File: config.mk
export PLATFORM = sky130hd
export DESIGN_NAME = l2_flatten
export DESIGN_NICKNAME = d
export VERILOG_FILES = /design/src/rtl/l2_flatten.sv
export SDC_FILE = /design/constraint.sdc
export NUM_CORES = 1
export LEC_CHECK = 0
export BUFFER_PORTS_ARGS = -buffer_cell sky130_fd_sc_hd__clkbuf_2
export CORE_MARGIN = 1
export CORE_UTILIZATION = 45
export DETAILED_ROUTE_END_ITERATION = 8
export PLACE_DENSITY = 0.81
export SETUP_SLACK_MARGIN = 0.05
export SLEW_MARGIN = 40
export SYNTH_ARGS = -nofsm -noshare
export SYNTH_HDL_FRONTEND = slang
export SYNTH_SLANG_ARGS = --single-unit
File: constraint.sdc
create_clock -name clk -period 5.3 [get_ports clk]
set_input_delay 1.325 -clock clk [delete_from_list [all_inputs] [get_ports clk]]
set_output_delay 1.325 -clock clk [all_outputs]
set_load 0.005 [all_outputs]
File: src/rtl/l2_flatten.sv
// Layer-2 flatten stage: interleaves the two layer-1 pooled maps element by element
// into layer-2 memory over the shared cdata/caddr/csel bus, one bus access per clock.
module l2_flatten #(
    parameter int MAP_N = 1024,
    parameter int DW    = 20,
    parameter int AW    = 12
) (
    input  logic          clk,
    input  logic          reset,
    input  logic          start,
    output logic          busy,
    output logic          done,
    output logic          crd,
    output logic [AW-1:0] caddr_rd,
    input  logic [DW-1:0] cdata_rd,
    output logic          cwr,
    output logic [AW-1:0] caddr_wr,
    output logic [DW-1:0] cdata_wr,
    output logic [2:0]    csel
);

    localparam int IW = $clog2(MAP_N);

    localparam logic [2:0] S_IDLE = 3'd0;
    localparam logic [2:0] S_RD0  = 3'd1;
    localparam logic [2:0] S_WR0  = 3'd2;
    localparam logic [2:0] S_RD1  = 3'd3;
    localparam logic [2:0] S_WR1  = 3'd4;
    localparam logic [2:0] S_FIN  = 3'd5;

    localparam logic [2:0] SEL_NONE = 3'b000;
    localparam logic [2:0] SEL_K0   = 3'b011;
    localparam logic [2:0] SEL_K1   = 3'b100;
    localparam logic [2:0] SEL_L2   = 3'b101;

    localparam logic [IW-1:0] IDX_LAST = IW'(MAP_N - 1);

    logic [2:0]    state_r;
    logic [IW-1:0] idx_r;
    logic          busy_r;
    logic          done_r;
    logic          crd_r;
    logic          cwr_r;
    logic [2:0]    csel_r;
    logic [AW-1:0] caddr_rd_r;
    logic [AW-1:0] caddr_wr_r;
    logic [DW-1:0] cdata_wr_r;

    logic [2:0]    state_nxt_s;
    logic [IW-1:0] idx_nxt_s;
    logic          busy_nxt_s;
    logic          done_nxt_s;
    logic          crd_nxt_s;
    logic          cwr_nxt_s;
    logic [2:0]    csel_nxt_s;

    // Next-state and element index; idx is cleared while idle so every run starts at element 0.
    always_comb begin
        state_nxt_s = state_r;
        idx_nxt_s   = idx_r;
        case (state_r)
            S_IDLE: begin
                idx_nxt_s = '0;
                if (start) begin
                    state_nxt_s = S_RD0;
                end else begin
                    state_nxt_s = S_IDLE;
                end
            end
            S_RD0: state_nxt_s = S_WR0;
            S_WR0: state_nxt_s = S_RD1;
            S_RD1: state_nxt_s = S_WR1;
            S_WR1: begin
                if (idx_r == IDX_LAST) begin
                    state_nxt_s = S_FIN;
                end else begin
                    idx_nxt_s   = idx_r + IW'(1);
                    state_nxt_s = S_RD0;
                end
            end
            S_FIN:   state_nxt_s = S_IDLE;
            default: state_nxt_s = S_IDLE;
        endcase
    end

    // Output decode from the upcoming state so strobes and csel are registered with it.
    always_comb begin
        busy_nxt_s = 1'b1;
        done_nxt_s = 1'b0;
        crd_nxt_s  = 1'b0;
        cwr_nxt_s  = 1'b0;
        csel_nxt_s = SEL_NONE;
        case (state_nxt_s)
            S_IDLE: busy_nxt_s = 1'b0;
            S_RD0: begin
                crd_nxt_s  = 1'b1;
                csel_nxt_s = SEL_K0;
            end
            S_WR0: begin
                cwr_nxt_s  = 1'b1;
                csel_nxt_s = SEL_L2;
            end
            S_RD1: begin
                crd_nxt_s  = 1'b1;
                csel_nxt_s = SEL_K1;
            end
            S_WR1: begin
                cwr_nxt_s  = 1'b1;
                csel_nxt_s = SEL_L2;
            end
            S_FIN:   done_nxt_s = 1'b1;
            default: busy_nxt_s = 1'b0;
        endcase
    end

    // State, index and registered bus outputs; addresses hold while their strobe is idle.
    always_ff @(posedge clk) begin
        if (reset) begin
            state_r    <= S_IDLE;
            idx_r      <= '0;
            busy_r     <= 1'b0;
            done_r     <= 1'b0;
            crd_r      <= 1'b0;
            cwr_r      <= 1'b0;
            csel_r     <= SEL_NONE;
            caddr_rd_r <= '0;
            caddr_wr_r <= '0;
            cdata_wr_r <= '0;
        end else begin
            state_r <= state_nxt_s;
            idx_r   <= idx_nxt_s;
            busy_r  <= busy_nxt_s;
            done_r  <= done_nxt_s;
            crd_r   <= crd_nxt_s;
            cwr_r   <= cwr_nxt_s;
            csel_r  <= csel_nxt_s;
            if ((state_nxt_s == S_RD0) || (state_nxt_s == S_RD1)) begin
                caddr_rd_r <= AW'(idx_nxt_s);
            end
            if (state_nxt_s == S_WR0) begin
                caddr_wr_r <= AW'({idx_nxt_s, 1'b0});
            end
            if (state_nxt_s == S_WR1) begin
                caddr_wr_r <= AW'({idx_nxt_s, 1'b1});
            end
            // cdata_wr doubles as the holding register: read data lands here as the read cycle ends.
            if ((state_r == S_RD0) || (state_r == S_RD1)) begin
                cdata_wr_r <= cdata_rd;
            end
        end
    end

    assign busy     = busy_r;
    assign done     = done_r;
    assign crd      = crd_r;
    assign cwr      = cwr_r;
    assign csel     = csel_r;
    assign caddr_rd = caddr_rd_r;
    assign caddr_wr = caddr_wr_r;
    assign cdata_wr = cdata_wr_r;

endmodule
---- Yosys cells after proc, flatten, opt, wreduce, memory -nomap -nowiden ----
Index checks and enable logic that the tools add are counted.
storage, ports and cells
  register bits ........................... 61
  input bits .............................. 23
  logic and storage cells ................. 40
cells by class
  add/sub/neg operators ................... 1
  equality and inequality tests ........... 10
  muxes and demuxes ....................... 12
  reductions and logical operators ........ 7
operators with widths
  kind                                           count
  two-way mux 11 bit                             2
  one-hot mux 10 bit (2 select lines)            1
  one-hot mux 3 bit (5 select lines)             1
  == test 3 x 2 -> 1 bit, second input constant  4
  adder 10 x 1 -> 10 bit, second input constant  1
  == test 10 bit, second input constant          1
  two-way mux 10 bit                             1
  == test 3 bit, second input constant           3
  one-hot mux 3 bit (3 select lines)             1
  == test 3 x 1 -> 1 bit, second input constant  2
  two-way mux 1 bit                              5
  OR reduction 5 bit                             1
  OR reduction 2 bit                             2
  zero test 3 bit                                1
  two-way mux 3 bit                              1
  logical OR 1 bit                               2
  nonzero test 2 bit                             1

---- Longest topological paths before layout ----
  depth in word-level cells ............... 6
  depth in mapped cells ................... 7
  gate-level depth less buffers ........... 6

---- Least setup slack after synthesis ----
Ideal clock, no wire load.
  kind .................................... input to register
  start point ............................. in start
  end point ............................... reg caddr_rd_r[6] (netlist: caddr_rd[6])
  setup time .............................. 0.067 ns
  arrival time ............................ 2.212 ns
  required time ........................... 5.233 ns
  path slack .............................. 3.020 ns
  cell stages on the path ................. 5
  buffers on the path ..................... 1
  path through ............................ nor3_1 -> a2111oi_4 -> buf_6 -> o221ai_2 -> a21oi_2
on the way
  longest elaborated chain between the ends .. 4
  elaborated cells on any way between the ends .. 5
  those cells by class .................... eq/ne (2); mux (2); reduce/logical (1)
RTL lines
  what                                                              line  RTL
  from (decl)                                                       10    input logic start,
  two-way mux 1 bit (*)                                             64    if (start) begin
  one-hot mux 3 bit (5 select lines) (*)                            61    case (state_r)
  == test 3 x 1 -> 1 bit or == test 3 x 2 -> 1 bit (tied branches)  137   if ((state_nxt_s == S_RD0) || (state_nxt_s == S_RD1)) begin
  logical OR 1 bit (*)                                              137
  to (signal assigned)                                              138   caddr_rd_r <= AW'(idx_nxt_s);
  to (decl)                                                         45    logic [AW-1:0] caddr_rd_r;
Mark *: on every way between the ends. The rest lies on a longest branch, timed or not.
A chain may end at the register's enable or synchronous reset.

==> impl_metrics.env <==
export IMPL_outcome="finished clean"
export IMPL_synth_edff_count=0
export IMPL_final_setup_worst_slack_ns=2.98
export IMPL_powerDensity_nw_per_um2=330
export IMPL_antenna_cells=0
export IMPL_cts_sinks=61
export IMPL_drtAntennaViolNets=0
export IMPL_cp_slowest_stage_delay_ns=0.43
export IMPL_ys_seq_area_share_pct=50.4
export IMPL_cp_start_kind="primary input"
export IMPL_gp_congestion=0.790
export IMPL_crit_path_top_delay_cell="clkbuf_2"
export IMPL_skew_ns=0.00600
export IMPL_async_flop_share_pct=0
export IMPL_die_h_um=75.4
export IMPL_num_rows=26
export IMPL_path_class="primary input to flip-flop"
export IMPL_portBuffers=70
export IMPL_floorplan_initialDensity_pct=47.2
export IMPL_wl_met2_mm=2.38
export IMPL_worst_slew_pin_slew_ns=0.750
export IMPL_hold_viol=0
export IMPL_setup_viol_count_final=0
export IMPL_cts_clk_slew_worst_paths_ns=0.06
export IMPL_yosys_cell_types_count=49
export IMPL_cap_violations=0
export IMPL_power_total_w=0.000973
export IMPL_dieArea_um2=5680
export IMPL_wl_met1_mm=2.50
export IMPL_finalSetupTns_ns=0
export IMPL_ys_seq_elements=61
export IMPL_area_delta_synth_final_pct=21.7
export IMPL_hold_path_class="flip-flop to flip-flop"
export IMPL_yosys_area_share_adder_pct=0.516
export IMPL_antenna_found_initial=0
export IMPL_hold_buffers=0
export IMPL_required_ns=5.52
export IMPL_layout_cells_non_filler=414
export IMPL_io_pins=74
export IMPL_root_buffer="clkbuf_8"
export IMPL_power_frac_comb_pct=11.1
export IMPL_final_cell_mix="70 x clkbuf_2, 63 x nand2_1, 61 x dfxtp_1"
export IMPL_grt_setup_unrepaired="false"
export IMPL_p_clk_share_pct=37.9
export IMPL_slew_violations=0
export IMPL_grt_max_degree=30
export IMPL_wl_met3_um=354
export IMPL_cp_max_fo=29
export IMPL_end_kind="flip-flop"
export IMPL_synth_top_family_by_area="simple AND/OR/NAND/NOR gates"
export IMPL_crit_chain="clkbuf_2 > buf_4 > inv_1 > nand2_1 > o22ai_1"
export IMPL_post_cts_buffers=0
export IMPL_cts_max_level=3
export IMPL_avgViaCountPerCell=5.17
export IMPL_critical_path_arrival_ns=2.54
export IMPL_finalCritPeriodShare_pct=43.8
export IMPL_synth_main_ff_cell="dfxtp_1"
export IMPL_layout_commonest_cell="clkbuf_2"
export IMPL_vias=2139
export IMPL_ir_drop_v=0.000155
export IMPL_syn_area_um2=2420
export IMPL_drt_total_wl_mm=5.30
export IMPL_synth_compound_area_share_pct=18.9
export IMPL_grt_overflow=0
export IMPL_drc_errors=0
export IMPL_p_leak_nw=1.24
export IMPL_swShare_pct=25.0
export IMPL_min_delay_path_depth=2
export IMPL_syn_inst=276
export IMPL_preCtsSetupSlack_ns=2.46
export IMPL_max_freq_mhz=431
export IMPL_power_switching_w=0.000244
export IMPL_ys_warn_count=0
export IMPL_wl_per_cell_um=12.8
export IMPL_p_int_w=0.000729
export IMPL_grt_pass1_vias=1772
export IMPL_relSlewSlack_pct=49.6
export IMPL_ctsResizeCount=0
export IMPL_cts_path_max_buffers=2
export IMPL_synth_area_mux_share_pct=1.24
export IMPL_synthSimpleGateAreaFrac_pct=21.5
export IMPL_die_x_um=75.4
export IMPL_finalCriticalPeriod_ns=2.32
export IMPL_postLayoutCoreUtil_pct=57.4
export IMPL_grtUsageTotal_pct=19.3
export IMPL_drtIter0Drc=104
export IMPL_synth_xor_area_share_pct=1.08
export IMPL_placed_cells=398
export IMPL_first_pass_iters=4
export IMPL_numCtsBuffers=9
export IMPL_seq_power_share_pct=51.0
export IMPL_grt_pass1_wl_mm=8.04
export IMPL_syn_avg_cell_area_um2=8.78
export IMPL_rr_worst_depth=7
export IMPL_clkLatencyLatePin_ns=0.34
export IMPL_dp_hpwl_mm=3.68
export IMPL_nets=364
export IMPL_cts_tree="built"
export IMPL_topRoutingLayerUsed="met4"
export IMPL_drive_gt1_share_pct=29.1
export IMPL_coreArea_um2=5140
## cells in the mapped netlist, drive strengths merged (2+ instances only)
cell type	number	share of area (%)
nand2	64	9.9
dfxtp	61	50
a21oi	34	7.2
nor2	20	3.1
clkbuf	13	2.0
nor3	10	2.1
buf	9	3.1
a211oi	7	2.4
inv	7	1.1
nand4	6	2.4
a31oi	4	1.7
nor4	4	1.7
o21ai	4	0.83
mux2i	3	1.2
o32ai	3	1.1
a2111oi	2	1.5
and4	2	0.72
o22ai	2	0.52
xor2	2	0.72
## power groups by stage
stage	Sequential (W)	Combinational (W)	Clock [W]
4_1_cts	0.000496	0.000107	0.000374
2_1_floorplan	0.000502	0.0000737	0
3_3_place_gp	0.000506	0.000104	0
6_report	0.000496	0.000108	0.000369
3_5_place_dp	0.000506	0.000106	0
5_1_grt	0.000499	0.000121	0.000397
## through the flow
| stage | area (µm²) | hold WS (ns) |
|---|---|---|
| floorplan | 2430 | 0.453 |
| global placement | 2760 | 0.441 |
| CTS | 2940 | 0.455 |
| global route | 2950 | 0.465 |
| finish | 2950 | 0.453 |
| detailed placement | 2770 | 0.447 |
## final timing paths
check	startpoint	end	slack (ns)
setup / recovery	reset	caddr_rd[9]$_SDFFE_PP0P_	2.98
setup reg to reg	idx_r[0]$_SDFF_PP0_	caddr_rd[6]$_SDFFE_PP0P_	3.21
hold reg to reg	cdata_wr[16]$_SDFFE_PP0P_	cdata_wr[16]$_SDFFE_PP0P_	0.45
hold / removal	cdata_wr[16]$_SDFFE_PP0P_	cdata_wr[16]$_SDFFE_PP0P_	0.45
## routing by layer
layer | global-route usage [%] | up-vias
met5 | 0 | -
met4 | 8.64 | 0
li1 | - | 1076
met3 | 7.28 | 7
met2 | 29.8 | 75
met1 | 24.2 | 981
## registers in the layout (all words and copies together) (netlist names)
signal / count
csel: 3
caddr_rd: 10
done: 1
idx_r: 10
busy: 1
caddr_wr: 11
crd: 1
cwr: 1
cdata_wr: 20
state_r: 3
## layout make-up
| type | count | area, µm² |
|---|---|---|
| clock inverters | 1 | 5.00 |
| clock buffers | 14 | 173 |
| multi-input cells | 188 | 1060 |
| well taps | 70 | 87.6 |
| repair buffers | 73 | 373 |
| flip-flops and latches | 61 | 1220 |
| fillers | 486 | 2190 |
| inverters | 7 | 26.3 |
## worst max-delay path: cells and delay by family
kind / cells / cell delay [ns]
compound gates: 1 / 0.09
buf+inv: 3 / 1.01
simple gates: 1 / 0.11
## kinds of logic after synthesis
kind of cell | after synthesis
simple gates | 112
compound gates | 66
flops | 61
buf+inv | 29
xor+xnor | 3
mux | 3
fa+ha+maj | 1
other cells | 1
No activity file was read; power rests on OpenSTA's default activity.
